**src/rtl/gray_seq_gen_pkg.sv**
```systemverilog
// Shared definitions for the Gray-code stages: FSM encoding, default width
// and a fixed-width binary-to-Gray helper.
package gray_seq_gen_pkg;
  localparam int GRAY_W = 3;

  typedef enum logic {
    ST_IDLE = 1'b0,
    ST_RUN  = 1'b1
  } state_t;

  function automatic logic [GRAY_W-1:0] bin2gray(input logic [GRAY_W-1:0] b);
    return b ^ (b >> 1);
  endfunction
endpackage

```
**src/rtl/gray_seq_gen_bin2gray.sv**
```systemverilog
// Combinational binary-to-Gray converter, width-parameterised.
module bin2gray import gray_seq_gen_pkg::*; #(
  parameter int WIDTH = GRAY_W
) (
  input  logic [WIDTH-1:0] b,
  output logic [WIDTH-1:0] g
);
  assign g = b ^ (b >> 1);
endmodule

```
**src/rtl/gray_seq_gen.sv**
```systemverilog
// Registered Gray-code sequence generator with valid/ready output handshake,
// up/down stepping, load, and wrap or saturate at the ends of the range.
module gray_seq_gen import gray_seq_gen_pkg::*; #(
  parameter int WIDTH    = GRAY_W,
  parameter bit SATURATE = 1'b0
) (
  input  logic             clk,
  input  logic             rst_n,
  input  logic             start,
  input  logic             stop,
  input  logic             up,
  input  logic             load,
  input  logic [WIDTH-1:0] load_bin,
  output logic [WIDTH-1:0] g,
  output logic             g_valid,
  input  logic             g_ready,
  output logic             tc,
  output logic             wrap
);
  state_t           state;
  logic [WIDTH-1:0] cnt, cnt_nxt, g_nxt;
  logic             beat, at_end, sat_hit, wrap_nxt;

  assign beat   = g_valid && g_ready;
  assign at_end = up ? (cnt == '1) : (cnt == '0);
  assign tc     = g_valid && at_end;

  // Load overrides the advance but still consumes a coincident beat.
  always_comb begin
    cnt_nxt  = cnt;
    wrap_nxt = 1'b0;
    sat_hit  = 1'b0;
    if (load) begin
      cnt_nxt = load_bin;
    end else if (beat) begin
      wrap_nxt = at_end;
      sat_hit  = SATURATE && at_end;
      if (!sat_hit) cnt_nxt = up ? cnt + 1'b1 : cnt - 1'b1;
    end
  end

  // g is registered from the next count so it always equals gray(cnt).
  bin2gray #(.WIDTH(WIDTH)) u_b2g (
    .b (cnt_nxt),
    .g (g_nxt)
  );

  always_ff @(posedge clk or negedge rst_n) begin
    if (!rst_n) begin
      state   <= ST_IDLE;
      cnt     <= '0;
      g       <= '0;
      g_valid <= 1'b0;
      wrap    <= 1'b0;
    end else begin
      cnt  <= cnt_nxt;
      g    <= g_nxt;
      wrap <= wrap_nxt;
      case (state)
        ST_IDLE: if (start && !stop) begin
          state   <= ST_RUN;
          g_valid <= 1'b1;
        end
        ST_RUN: if (stop || sat_hit) begin
          state   <= ST_IDLE;
          g_valid <= 1'b0;
        end
      endcase
    end
  end
endmodule

```
**config.mk**
```make
export PLATFORM = sky130hd
export DESIGN_NAME = gray_seq_gen
export DESIGN_NICKNAME = d
export VERILOG_FILES = /design/src/rtl/gray_seq_gen_pkg.sv /design/src/rtl/gray_seq_gen_bin2gray.sv /design/src/rtl/gray_seq_gen.sv
export SDC_FILE = /design/constraint.sdc
export NUM_CORES = 1
export LEC_CHECK = 0
export CAP_MARGIN = 30
export CORE_AREA = 2 2 39 41
export DETAILED_ROUTE_END_ITERATION = 12
export DIE_AREA = 0 0 41 43
export PLACE_DENSITY_LB_ADDON = 0.05
export SLEW_MARGIN = 20
export SYNTH_ARGS = -nofsm -noshare
export SYNTH_HDL_FRONTEND = slang
export SYNTH_SLANG_ARGS = --single-unit
```
**constraint.sdc**
```tcl
create_clock -name clk -period 3.5 [get_ports clk]
set_input_delay 0.875 -clock clk [delete_from_list [all_inputs] [get_ports clk]]
set_output_delay 0.875 -clock clk [all_outputs]
set_load 0.03 [all_outputs]
```
# Yosys cells after proc, flatten, opt, wreduce, memory -nomap -nowiden
# Index checks and enable logic that the tools add are counted.
# word_totals
reg_bits,9
inputBits,10
out_inout_bits,6
elab_cells,30
# op_classes
n_addsub,2
n_eq_ne,3
mux,12
bitwise_logic,2
n_reduce_logical,6
# ops
cell,n
$mux W3,3
$mux W1,7
$ne A2 B2 Y1 const B,2
$pmux W1 S2,2
$add A3 B1 Y3 const B,1
$eq A3 B3 Y1 const B,1
$logic_and A1 B1 Y1,3
$logic_not A3 Y1,1
$sub A3 B1 Y3 const B,1
$xor A3 B2 Y3,1
$reduce_and A2 Y1,1
$logic_not A1 Y1,1
$not A1 Y1,1

# Depth between registers and ports, before layout
# Gate-level depths: netlist (run 1).
# logic_depth
ltp_word,5
ltp_mapped,6
mapped_depth_nobuf,6

# Modules after synthesis
# A second synthesis (run 1) with hierarchy kept.
# unflattened
hier_cells,36
area_unflattened_um2,409.1
# modules_own_cells
mod,n_inst,cells_per_inst,area_each_um2,seq_area_each_um2
gray_seq_gen,1,33,384.1,225.2
bin2gray,1,3,25.0,0.0

# Worst setup path after synthesis (run 1)
# Ideal clock, no wire load.
# synth_path
kind,input to output
startpoint,input up
endpoint,output tc
arrival_ns,1.763
required_ns,2.625
slack_ns,0.862
cell_stages,2
path_buffers,0
cell_sequence,or4_1 a21boi_2
# synth_between
elab_chain_cells,2
# synth_lines
element,line,text
start: declaration,gray_seq_gen.sv:11,"input logic up,"
$mux W1,gray_seq_gen.sv:25,assign at_end = up ? (cnt == '1) : (cnt == '0);
$logic_and A1 B1 Y1,gray_seq_gen.sv:26,assign tc = g_valid && at_end;
end: declaration,gray_seq_gen.sv:17,"output logic tc,"
# No other way between the ends.

# Final worst setup path (run 1)
# Ends and elaborated chain as after synthesis.

==> results of run 1 <==
synthesized netlist by cell type (all sizes together):
cell / n / area [um^2]
mux2i: 1 / 22.5
o21ai: 2 / 10.0
a21boi: 1 / 11.3
a22o: 1 / 8.76
nand4: 1 / 6.26
fa: 1 / 20.0
xor2: 2 / 17.5
mux2: 1 / 11.3
nand2: 3 / 11.3
or3: 1 / 6.26
nor2: 4 / 15.0
a31oi: 1 / 12.5
dfrtp: 8 / 200
or4: 1 / 7.51
and3b: 1 / 8.76
buf: 1 / 7.51
xnor2: 2 / 17.5
inv: 3 / 11.3
final timing paths:
check / cells past startpoint / slack, ns / to
min: 2 / 0.54 / state
min reg2reg: 2 / 0.54 / state
max in group asynchronous: 1 / 2.34 / g_valid
max reg2reg: 5 / 1.72 / g[1]
min in group asynchronous: 1 / 0.90 / cnt[1]
max: 4 / 0.38 / tc
tightest hold or removal path, delay by kind of cell (launching register included):
family / cells / cell delay (ns)
DFF: 1 / 0.37
and+or+nand+nor: 2 / 0.13
area by class of cell:
type | instances | area [um^2] | area share
inverter | 3 | 11.3 | 0.0191
tap | 16 | 20.0 | 0.0340
timing repair buffer | 15 | 148 | 0.251
clock buffer | 3 | 22.5 | 0.0383
multi-input combinational | 23 | 186 | 0.317
sequential | 8 | 200 | 0.340
where the power goes:
part,internal (mW),switching (mW),leakage (nW)
logic,0.0536,0.0575,0.141
registers,0.109,0.0120,0.0961
clock network,0.0390,0.0275,0.0138
registers in the layout, indices dropped and copies added (netlist names):
register  flops
g_valid       1
wrap          1
g             2
state         1
cnt           3
per-stage QoR:
| step | instances | total power [mW] | hold slack (ns) |
|---|---|---|---|
| 2_1_floorplan | 35 | 0.190 | 0.481 |
| 3_3_place_gp | 65 | 0.233 | 0.500 |
| 3_5_place_dp | 65 | 0.236 | 0.539 |
| 4_1_cts | 68 | 0.305 | 0.545 |
| 5_1_grt | 68 | 0.322 | 0.602 |
| 6_report | 68 | 0.299 | 0.538 |
per-layer routing:
metal  GRT usage  up-vias
met1       0.142      151
met4       0.100        0
met3      0.0157        0
met2       0.147        7
li1            -      151
met5           0        -
logic make-up after synthesis:
family / synth area share
XOR/XNOR: 0.0864
flip-flops: 0.494
AND/OR/NAND/NOR: 0.136
multiplexers: 0.0833
buffers and inverters: 0.0463
AO/OA/AOI/OAI: 0.105
adder cells (fa/ha/maj): 0.0494
==> results by group, run 1 <==
CTS
  – Setup bufs post-CTS: 0
  – Max Buffers Root-to-Sink: 2
  – Latest clock arrival within the worst-skew pair: 0.24 ns
  – Clock Sinks: 8
  – Count of cells resized by post-cts repair: 0
  – Clk slew on worst S/H paths: 0.05 ns
  – Post-CTS Hold Fix Bufs: 0
  – Cts bufs inserted: 3
  – CTS root buffer: clkbuf_4
  – # H-tree levels: 1
  – CTS tree: built

Setup path
  – Worst Setup SP: up
  – Setup crit end kind: primary output
  – Max incr delay on CP: 0.57 ns
  – Crit path max-delay cell type: or4_1
  – Worst path bufs/invs: 2
  – FF-to-FF Start: cnt[0]
  – CP delay by family, top: buffers and inverters
  – Worst-path cell chain: clkdlybuf4s50_1, or4_1, a21boi_2, buf_4
  – Worst-path fanout max: 4
  – WP data required: 2.62 ns
  – Critical path launch point type: input pin
  – Setup Crit Path Kind: in -> out
  – Worst Path Arrival: 2.25 ns

Layout
  – Commonest non-fill, non-tap cell in the layout: clkdlybuf4s50_1
  – Post-layout util: 0.425
  – Fillcell total: 135
  – Design area: 588 um^2
  – Share of layout cells above drive strength 1: 0.154
  – Most frequent cells in the layout: clkdlybuf4s50_1 (14), dfrtp_1 (8), nor2_1 (4)
  – Area Growth Syn to Fin: 45.1%
  – Number of inserted diodes: 0
  – Fin nets: 65

STA
  – Slew Limit Fails: 0
  – Setup violators final: 0
  – Clk_skew: 0.00527 ns
  – Normalized max-slew margin: 0.754
  – Final worst slack: 0.376 ns
  – Max frequency: 0.320 GHz
  – Worst-Margin Slew: 0.365 ns
  – Tcrit/Tclk final: 0.893
  – Hold Fails Final Rpt: 0
  – Setup tns final: 0 ns
  – Min cycle time layout: 3.12 ns
  – Unrepaired setup endpoints after global routing: false

Global route
  – First-pass GRT wire length: 1240 um
  – Initial antenna violation count: 0
  – GRT Util Overall: 0.109
  – Largest net degree at the start of global routing: 9
  – Vias in the first global route: 302
  – Overflow after GRT: 0

Placement
  – GP Congestion: 0.634
  – Port bufs: 15
  – Dpl hpwl: 655 um
  – Placed inst area: 566 um^2
  – Dpl ws: 0.378 ns

Worst hold path
  – Min-Delay Path Class: reg -> reg
  – Hold Startpoint: state

Pwr
  – Peak VDD IR: 0.165 mV
  – Cell area power density: 508 nW/um^2
  – Leak pwr: 0.251 nW

Floorplan
  – Ports: 16
  – Die X: 41 um
  – Die height: 43 um
  – Core area: 1380 um^2
  – DIE AREA: 1760 um^2
  – Cell Rows: 14
  – Initial Utilization: 0.293

Route
  – Via/cell ratio: 4.54
  – Via Count: 309
  – Top Metal Used: met3
  – 1st-iter DRT viols: 0
  – DR WL met2: 442 um
  – Final ANT Viol Nets: 0
  – Avg WL per Cell: 11.7 um
  – DRC errors left: 0
  – Met1 wire length: 318 um
  – Routed WL: 795 um
  – Routed wl met3: 35 um
  – Total iterations of the first detailed-routing run: 1

Synthesis
  – Synth Cell Area: 405 um^2
  – Yosys reg bits: 8
  – Ys Warns: 0
  – Cells after Synth: 35
  – Syn Area/Cell: 11.6 um^2
  – Syn_nets: 46
  – Synth unique cells: 18
  – Sequential-to-total area share from yosys stat: 0.494

Job
  – Max-cap check violation count: 0

Run status
  – Status: complete, no violations
Power figures use the tool's default switching activity.
==> run 2, diff against run 1 <==
--- a/config.mk
+++ b/config.mk
@@ -10,6 +10,7 @@
 export DETAILED_ROUTE_END_ITERATION = 12
 export DIE_AREA = 0 0 41 43
 export PLACE_DENSITY_LB_ADDON = 0.05
+export SKIP_LAST_GASP = 1
 export SLEW_MARGIN = 20
 export SYNTH_ARGS = -nofsm -noshare
 export SYNTH_HDL_FRONTEND = slang
==> results of run 2 <==
No change in the layout: final DEF, timing and power equal those of run 1.
